File: src/rtl/dcache_pkg.sv
// Shared types, geometry constants and the byte-merge helper for the data cache.
package dcache_pkg;

    localparam int TAG_W      = 3;
    localparam int INDEX_W    = 3;
    localparam int OFFSET_W   = 2;
    localparam int ADDR_W     = TAG_W + INDEX_W + OFFSET_W;
    localparam int MEM_ADDR_W = TAG_W + INDEX_W;
    localparam int SETS       = 1 << INDEX_W;
    localparam int BLOCK_W    = 32;
    localparam int BYTE_W     = 8;

    typedef enum logic [1:0] {
        IDLE      = 2'd0,
        WRITEBACK = 2'd1,
        FETCH     = 2'd2
    } state_t;

    // Replace one byte of a block, leaving the other three untouched.
    function automatic logic [BLOCK_W-1:0] merge_byte(
        input logic [BLOCK_W-1:0]  block,
        input logic [OFFSET_W-1:0] offset,
        input logic [BYTE_W-1:0]   data
    );
        logic [BLOCK_W-1:0] merged;
        merged = block;
        case (offset)
            2'd0:    merged[7:0]   = data;
            2'd1:    merged[15:8]  = data;
            2'd2:    merged[23:16] = data;
            2'd3:    merged[31:24] = data;
            default: merged        = block;
        endcase
        return merged;
    endfunction

endpackage

File: src/rtl/dcache_if.sv
// CPU-side and memory-side signals of the data cache, bundled for port hookup.
interface dcache_if;
    import dcache_pkg::*;

    logic                  read;
    logic                  write;
    logic [ADDR_W-1:0]     address;
    logic [BYTE_W-1:0]     writedata;
    logic [BYTE_W-1:0]     readdata;
    logic                  busywait;
    logic                  mem_read;
    logic                  mem_write;
    logic [MEM_ADDR_W-1:0] mem_address;
    logic [BLOCK_W-1:0]    mem_writedata;
    logic [BLOCK_W-1:0]    mem_readdata;
    logic                  mem_busywait;

    // Environment side: drives CPU requests and memory responses.
    modport master (
        output read, write, address, writedata, mem_readdata, mem_busywait,
        input  readdata, busywait, mem_read, mem_write, mem_address, mem_writedata
    );

    // Cache controller side.
    modport slave (
        input  read, write, address, writedata, mem_readdata, mem_busywait,
        output readdata, busywait, mem_read, mem_write, mem_address, mem_writedata
    );

endinterface

File: src/rtl/dcache_byte_sel.sv
// Combinational 32-to-8 byte selector; outputs zero while disabled.
module dcache_byte_sel
    import dcache_pkg::*;
(
    input  logic [BLOCK_W-1:0]  block,
    input  logic [OFFSET_W-1:0] offset,
    input  logic                en,
    output logic [BYTE_W-1:0]   sel_byte
);

    // Pick the addressed byte, offset 0 being the least significant.
    always_comb begin
        sel_byte = 8'h00;
        if (en) begin
            case (offset)
                2'd0:    sel_byte = block[7:0];
                2'd1:    sel_byte = block[15:8];
                2'd2:    sel_byte = block[23:16];
                2'd3:    sel_byte = block[31:24];
                default: sel_byte = 8'h00;
            endcase
        end else begin
            sel_byte = 8'h00;
        end
    end

endmodule

File: src/rtl/dcache_controller.sv
// Direct-mapped, write-back, write-allocate data cache controller.
// Hits are served combinationally in IDLE; misses walk WRITEBACK (if dirty)
// and FETCH while busywait stalls the CPU, which holds its request stable.
module dcache_controller
    import dcache_pkg::*;
(
    input logic     clock,
    input logic     reset,
    dcache_if.slave bus
);

    logic [TAG_W-1:0]      tag_s;
    logic [INDEX_W-1:0]    index_s;
    logic [OFFSET_W-1:0]   offset_s;

    logic [SETS-1:0]       valid_r;
    logic [SETS-1:0]       dirty_r;
    logic [TAG_W-1:0]      tag_array_r  [SETS];
    logic [BLOCK_W-1:0]    data_array_r [SETS];

    state_t                state_r;
    state_t                state_s;

    logic                  hit_s;
    logic                  access_s;
    logic                  idle_hit_s;
    logic                  write_hit_s;
    logic                  refill_s;
    logic                  rd_en_s;
    logic [BYTE_W-1:0]     readdata_s;

    logic                  mem_read_r;
    logic                  mem_write_r;
    logic [MEM_ADDR_W-1:0] mem_address_r;
    logic [MEM_ADDR_W-1:0] mem_address_s;
    logic [BLOCK_W-1:0]    mem_writedata_r;
    logic [BLOCK_W-1:0]    mem_writedata_s;

    assign tag_s    = bus.address[7:5];
    assign index_s  = bus.address[4:2];
    assign offset_s = bus.address[1:0];

    assign hit_s       = valid_r[index_s] && (tag_array_r[index_s] == tag_s);
    assign access_s    = bus.read || bus.write;
    assign idle_hit_s  = (state_r == IDLE) && hit_s;
    assign write_hit_s = idle_hit_s && bus.write;
    assign refill_s    = (state_r == FETCH) && !bus.mem_busywait;
    // A simultaneous read and write is a store, so no load data is returned.
    assign rd_en_s     = idle_hit_s && bus.read && !bus.write;

    // Reset gates the stall so the CPU is released as soon as reset asserts.
    assign bus.busywait      = reset && access_s && !idle_hit_s;
    assign bus.readdata      = readdata_s;
    assign bus.mem_read      = mem_read_r;
    assign bus.mem_write     = mem_write_r;
    assign bus.mem_address   = mem_address_r;
    assign bus.mem_writedata = mem_writedata_r;

    dcache_byte_sel u_byte_sel (
        .block    (data_array_r[index_s]),
        .offset   (offset_s),
        .en       (rd_en_s),
        .sel_byte (readdata_s)
    );

    // Next-state logic: miss goes to WRITEBACK when the victim is dirty, else FETCH.
    always_comb begin
        state_s = state_r;
        case (state_r)
            IDLE: begin
                if (access_s && !hit_s) begin
                    if (valid_r[index_s] && dirty_r[index_s]) begin
                        state_s = WRITEBACK;
                    end else begin
                        state_s = FETCH;
                    end
                end else begin
                    state_s = IDLE;
                end
            end
            WRITEBACK: begin
                if (!bus.mem_busywait) begin
                    state_s = FETCH;
                end else begin
                    state_s = WRITEBACK;
                end
            end
            FETCH: begin
                if (!bus.mem_busywait) begin
                    state_s = IDLE;
                end else begin
                    state_s = FETCH;
                end
            end
            default: state_s = IDLE;
        endcase
    end

    // Memory request address/data for the state being entered.
    always_comb begin
        mem_address_s   = 6'd0;
        mem_writedata_s = 32'd0;
        case (state_s)
            WRITEBACK: begin
                mem_address_s   = {tag_array_r[index_s], index_s};
                mem_writedata_s = data_array_r[index_s];
            end
            FETCH: begin
                mem_address_s   = {tag_s, index_s};
                mem_writedata_s = 32'd0;
            end
            default: begin
                mem_address_s   = 6'd0;
                mem_writedata_s = 32'd0;
            end
        endcase
    end

    // State register and registered memory request outputs.
    always_ff @(posedge clock or negedge reset) begin
        if (!reset) begin
            state_r         <= IDLE;
            mem_read_r      <= 1'b0;
            mem_write_r     <= 1'b0;
            mem_address_r   <= 6'd0;
            mem_writedata_r <= 32'd0;
        end else begin
            state_r         <= state_s;
            mem_read_r      <= (state_s == FETCH);
            mem_write_r     <= (state_s == WRITEBACK);
            mem_address_r   <= mem_address_s;
            mem_writedata_r <= mem_writedata_s;
        end
    end

    // Valid/dirty bookkeeping: refill leaves a clean line, a store hit dirties it.
    always_ff @(posedge clock or negedge reset) begin
        if (!reset) begin
            valid_r <= 8'h00;
            dirty_r <= 8'h00;
        end else if (refill_s) begin
            valid_r[index_s] <= 1'b1;
            dirty_r[index_s] <= 1'b0;
        end else if (write_hit_s) begin
            dirty_r[index_s] <= 1'b1;
        end else begin
            valid_r <= valid_r;
            dirty_r <= dirty_r;
        end
    end

    // Tag and data storage, deliberately not cleared by reset.
    always_ff @(posedge clock) begin
        if (refill_s) begin
            data_array_r[index_s] <= bus.mem_readdata;
            tag_array_r[index_s]  <= tag_s;
        end else if (write_hit_s) begin
            data_array_r[index_s] <= merge_byte(data_array_r[index_s], offset_s, bus.writedata);
        end else begin
            data_array_r[index_s] <= data_array_r[index_s];
        end
    end

endmodule

File: src/flat_wrapper.sv
// flat-port wrapper written by rule: the top's interface ports become plain ports
module dcache_controller_flat import dcache_pkg::*;
  (clock, reset, bus_read, bus_write, bus_address, bus_writedata, bus_mem_readdata, bus_mem_busywait, bus_readdata, bus_busywait, bus_mem_read, bus_mem_write, bus_mem_address, bus_mem_writedata);
  dcache_if bus_i ();
  input logic clock;
  input logic reset;
  input wire logic [$bits(bus_i.read)-1:0] bus_read;
  input wire logic [$bits(bus_i.write)-1:0] bus_write;
  input wire logic [$bits(bus_i.address)-1:0] bus_address;
  input wire logic [$bits(bus_i.writedata)-1:0] bus_writedata;
  input wire logic [$bits(bus_i.mem_readdata)-1:0] bus_mem_readdata;
  input wire logic [$bits(bus_i.mem_busywait)-1:0] bus_mem_busywait;
  output wire logic [$bits(bus_i.readdata)-1:0] bus_readdata;
  output wire logic [$bits(bus_i.busywait)-1:0] bus_busywait;
  output wire logic [$bits(bus_i.mem_read)-1:0] bus_mem_read;
  output wire logic [$bits(bus_i.mem_write)-1:0] bus_mem_write;
  output wire logic [$bits(bus_i.mem_address)-1:0] bus_mem_address;
  output wire logic [$bits(bus_i.mem_writedata)-1:0] bus_mem_writedata;
  assign bus_i.read = bus_read;
  assign bus_i.write = bus_write;
  assign bus_i.address = bus_address;
  assign bus_i.writedata = bus_writedata;
  assign bus_i.mem_readdata = bus_mem_readdata;
  assign bus_i.mem_busywait = bus_mem_busywait;
  assign bus_readdata = bus_i.readdata;
  assign bus_busywait = bus_i.busywait;
  assign bus_mem_read = bus_i.mem_read;
  assign bus_mem_write = bus_i.mem_write;
  assign bus_mem_address = bus_i.mem_address;
  assign bus_mem_writedata = bus_i.mem_writedata;
  dcache_controller u_core (.clock(clock), .reset(reset), .bus(bus_i));
endmodule
File: config.mk
export PLATFORM = sky130hd
export DESIGN_NAME = dcache_controller_flat
export DESIGN_NICKNAME = d
export VERILOG_FILES = /design/src/rtl/dcache_pkg.sv /design/src/rtl/dcache_if.sv /design/src/rtl/dcache_byte_sel.sv /design/src/rtl/dcache_controller.sv /design/src/flat_wrapper.sv
export SDC_FILE = /design/constraint.sdc
export NUM_CORES = 1
export LEC_CHECK = 0
export ABC_AREA = 1
export CAP_MARGIN = 20
export CORE_MARGIN = 5
export CORE_UTILIZATION = 45
export CTS_BUF_LIST = sky130_fd_sc_hd__clkbuf_16
export DETAILED_ROUTE_END_ITERATION = 10
export SYNTH_ARGS = -nofsm -noshare
export SYNTH_HDL_FRONTEND = slang
export SYNTH_HIERARCHICAL = 1
export SYNTH_SLANG_ARGS = --single-unit
File: constraint.sdc
create_clock -name clock -period 4.8 [get_ports clock]
set_clock_uncertainty 0.15 [all_clocks]
set_input_delay 0.96 -clock clock [delete_from_list [all_inputs] [get_ports clock]]
set_output_delay 0.96 -clock clock [all_outputs]
set_load 0.1 [all_outputs]
==> results.py <==
metrics = {
    "critical_path": {
        "path_delay_family": "simple AND/OR/NAND/NOR gates",
        "path_buf_inv": 5,
        "crit_slowest_cell": "buf_12",
        "regToRegStartpoint": "u_core/tag_array_r[0][1]",
        "r2r_cells": 15,
        "cp_cell_sequence": "buf_2 > buf_12 > nand2_1 > nand2_1 > nand2_1 > nand2_1 > nand2_1 > nand2_1 > inv_1 > nor2_1 > nand2_1 > nor2_4 > nand2_1 > nor3b_1 > buf_4 > o21ai_0 > nor2_2 > buf_12",
        "cpPeakStageDelay_ns": 0.35,
        "regToRegEndpoint": "u_core/data_array_r[5][24]",
        "reg2reg_setup_slack_ns": 1.57,
        "worstPathArrival_ns": 3.43,
        "criticalPathCategory": "input pin to output pin",
        "cp-end-kind": "output pin",
        "crit_required_ns": 3.69,
        "path_max_fanout": 87,
        "startpoint_type": "input pin",
        "crit_top_cell": "nand2_1",
    },
    "run": {
        "maxCapViolCount": 0,
    },
    "clock_tree": {
        "cts_max_level": 2,
        "numCtsBuffers": 38,
        "tritoncts": "yes",
        "cts_root_buf": "clkbuf_16",
        "cts-hold-fix-buffers": 0,
        "cts_buffer_depth": 3,
        "numClockSinks": 338,
        "clk_latency_ns": 0.52,
        "cts.clk_slew.worst_paths_ns": 0.06,
        "post_cts_resized": 0,
        "cts_setup_buffers": 0,
    },
    "grt": {
        "grt_max_degree": 88,
        "grt_pass1_wl_mm": 63.3,
        "grt_pass1_vias": 10700,
        "grtUsageTotal": 0.226,
        "gr-total-overflow": 0,
        "antenna_found_initial": 0,
    },
    "pwr": {
        "cellPowerDensity_mw_per_mm2": 430,
        "p_leak_nw": 7.24,
        "vdd_drop_max_mv": 0.340,
    },
    "placed_design": {
        "port_buffers": 101,
        "place_congestion": 0.860,
        "hpwl_mm": 24.7,
        "post-place-ws_ns": 0.0732,
    },
    "floorplanning": {
        "die_x_um": 191,
        "dieArea_mm2": 0.0365,
        "core_mm2": 0.0325,
        "start_util": 0.455,
        "fp.dieH_um": 191,
        "num_rows": 66,
        "io_pins": 102,
    },
    "route": {
        "dr.pass1.iters": 5,
        "drt-met1-wl_mm": 17.7,
        "route.antenna.remaining_nets": 0,
        "drt_iter0_drc": 979,
        "routedWlPerCell_um": 19.9,
        "via_per_inst": 5.33,
        "highest_layer": "met4",
        "wl_met3_mm": 3.05,
        "vias": 10900,
        "drc_errors": 0,
        "wirelength_mm": 40.8,
        "wl_met2_mm": 18.8,
    },
    "sta": {
        "timing.final.ws_setup_ns": 0.261,
        "maxSlewHeadroom": 0.343,
        "hold_viol": 0,
        "fin_setup_tns_ns": 0,
        "tightest_slew_ns": 0.982,
        "setup_viol": 0,
        "rsz0062_at_grt": "no",
        "fin_crit_sh": 0.946,
        "slew_viol_final": 0,
        "period_needed_ns": 4.54,
        "clock.fmax_ghz": 0.220,
    },
    "min_path": {
        "hold_path.class": "flip-flop to flip-flop",
        "min-delay-start": "u_core/valid_r[2]",
        "hold_path_depth": 1,
        "min_to": "u_core/valid_r[2]",
    },
    "final_layout": {
        "nets": 1637,
        "final_layout_size_suffix_gt1_frac": 0.0901,
        "multi_input_area_mm2": 0.00422,
        "antenna_cells": 0,
        "nFillCells": 2818,
        "area_growth_pct": 19.2,
        "seqCellArea_mm2": 0.00986,
    },
    "synth": {
        "yosysWarningCount": 6,
        "synth-seq-cells": 338,
        "synthCells": 1468,
        "synth_cell_types": 29,
        "synth_seq_area_share": 0.668,
        "yosysTopAreaCellShare": 0.569,
        "yosys.area.top_type": "edfxtp_1",
        "synth_area_leaders": "edfxtp_1 (57%), nand2_1 (14%), dfrtp_1 (9.8%)",
        "syn-num-nets": 1525,
        "avgSynthCellArea_um2": 10.1,
        "synth_area_mm2": 0.0148,
    },
    "status": {
        "status": "finished, final reports clean",
    },
}
-- routing by layer --
metal	global-route usage	up-vias
li1	-	5177
met1	0.318	5206
met2	0.363	453
met3	0.0356	96
met4	0.0710	0
met5	0	-
-- how the worst max path moves through the flow --
stage | from | end | slack [ns] | cells past startpoint
6_report | bus_address[2] | bus_readdata[3] | 0.26 | 18
5_1_grt | bus_address[2] | bus_readdata[3] | 0.02 | 18
4_1_cts | bus_address[4] | bus_readdata[3] | 0.03 | 16
3_5_place_dp | bus_address[4] | bus_readdata[3] | 0.07 | 16
3_3_place_gp | bus_address[4] | bus_readdata[3] | 0.12 | 17
2_1_floorplan | bus_address[2] | bus_readdata[0] | 0.01 | 16
-- Yosys cell counts --
cell and number:
clkbuf_1 24, nand2_4 2, o21ai_0 69, clkbuf_4 1, buf_1 9, o21ai_1 9, ha_1 4, buf_2 28
o21bai_1 1, buf_6 6, or2_2 11, nand3_4 1, buf_4 6, o22ai_1 2, nor3b_1 1, nand2_1 561
dfrtp_1 58, nand4_1 44, nor2_4 1, nor2_1 74, clkinv_1 3, inv_1 77, a21oi_1 115, inv_2 9
edfxtp_1 280, nor2_2 1, nand3_2 1, nand3_1 69, a22oi_1 1
-- layout make-up --
type / count / area share
tap: 442 / 0.0314
inverter: 89 / 0.0190
timing repair buffer: 146 / 0.0866
sequential: 338 / 0.560
clock buffer: 38 / 0.0540
clock inverter: 31 / 0.00882
multi-input combinational: 967 / 0.240
-- kinds of logic (layout without fill, tap and decap cells) --
kind of cell,after synthesis,after routing,share of synthesized area
and+or+nand+nor,766,766,0.213
DFF,338,338,0.668
AOI/OAI and AO/OA,197,197,0.0673
buffers and inverters,163,304,0.0486
adders and majority gates,4,4,0.00339
-- state kept, by name (all words and copies together), names as in the netlist, named ones only --
| signal | flops |
|---|---|
| u_core/valid_r | 8 |
| u_core/state_r | 2 |
| u_core/bus.mem_read | 1 |
| u_core/bus.mem_write | 1 |
| u_core/data_array_r | 256 |
| u_core/bus.mem_writedata | 32 |
| u_core/tag_array_r | 24 |
| u_core/bus.mem_address | 6 |
-- cells in the final DEF, fill, tap and decap left out --
cell type	count
a21oi_1	115
a22oi_1	1
buf_12	17
buf_2	3
buf_4	38
clkbuf_16	38
clkdlybuf4s50_1	87
clkinv_1	8
clkinv_2	5
clkinv_4	1
clkinv_8	1
dfrtp_1	58
dlymetal6s2s_1	1
edfxtp_1	280
ha_1	4
inv_1	90
inv_2	12
inv_6	3
nand2_1	561
nand2_4	2
nand3_1	69
nand3_2	1
nand3_4	1
nand4_1	44
nor2_1	64
nor2_2	10
nor2_4	2
nor3b_1	1
o21ai_0	69
o21ai_1	9
o21bai_1	1
o22ai_1	2
or2_2	11
-- through the flow --
stage | cells | total power, mW | hold WS, ns | area, um2 | util
2_1_floorplan | 1468 | 4.58 | 0.290 | 14800 | -
3_3_place_gp | 1982 | 5.04 | 0.301 | 16500 | 0.508
3_5_place_dp | 1982 | 5.05 | 0.302 | 16500 | 0.508
4_1_cts | 2051 | 7.62 | 0.318 | 17600 | 0.542
5_1_grt | 2051 | 7.90 | 0.332 | 17600 | 0.542
6_report | 2051 | 7.57 | 0.317 | 17600 | 0.542
-- where the power goes --
group          internal [mW]  total, mW  leakage (nW)  switching [mW]
registers               3.58       3.65          3.36          0.0669
clock network           1.44       2.57         0.594            1.13
logic                  0.323       1.35          3.29            1.03
-- worst register-to-register path: stages (launching register included) --
cell and delay, ns:
edfxtp_1 0.36, inv_1 0.06, nand2_1 0.05, nand3_1 0.09, nand2_1 0.07, nor2_1 0.14
nor2_1 0.05, nor2_1 0.12, nand2_1 0.10, nor2_4 0.10, buf_4 0.48, nand3_4 0.16
nand2_4 0.22, inv_2 0.38, nand2_1 0.17, nand2_1 0.20
Note: power is estimated with default switching activity, not from simulation.
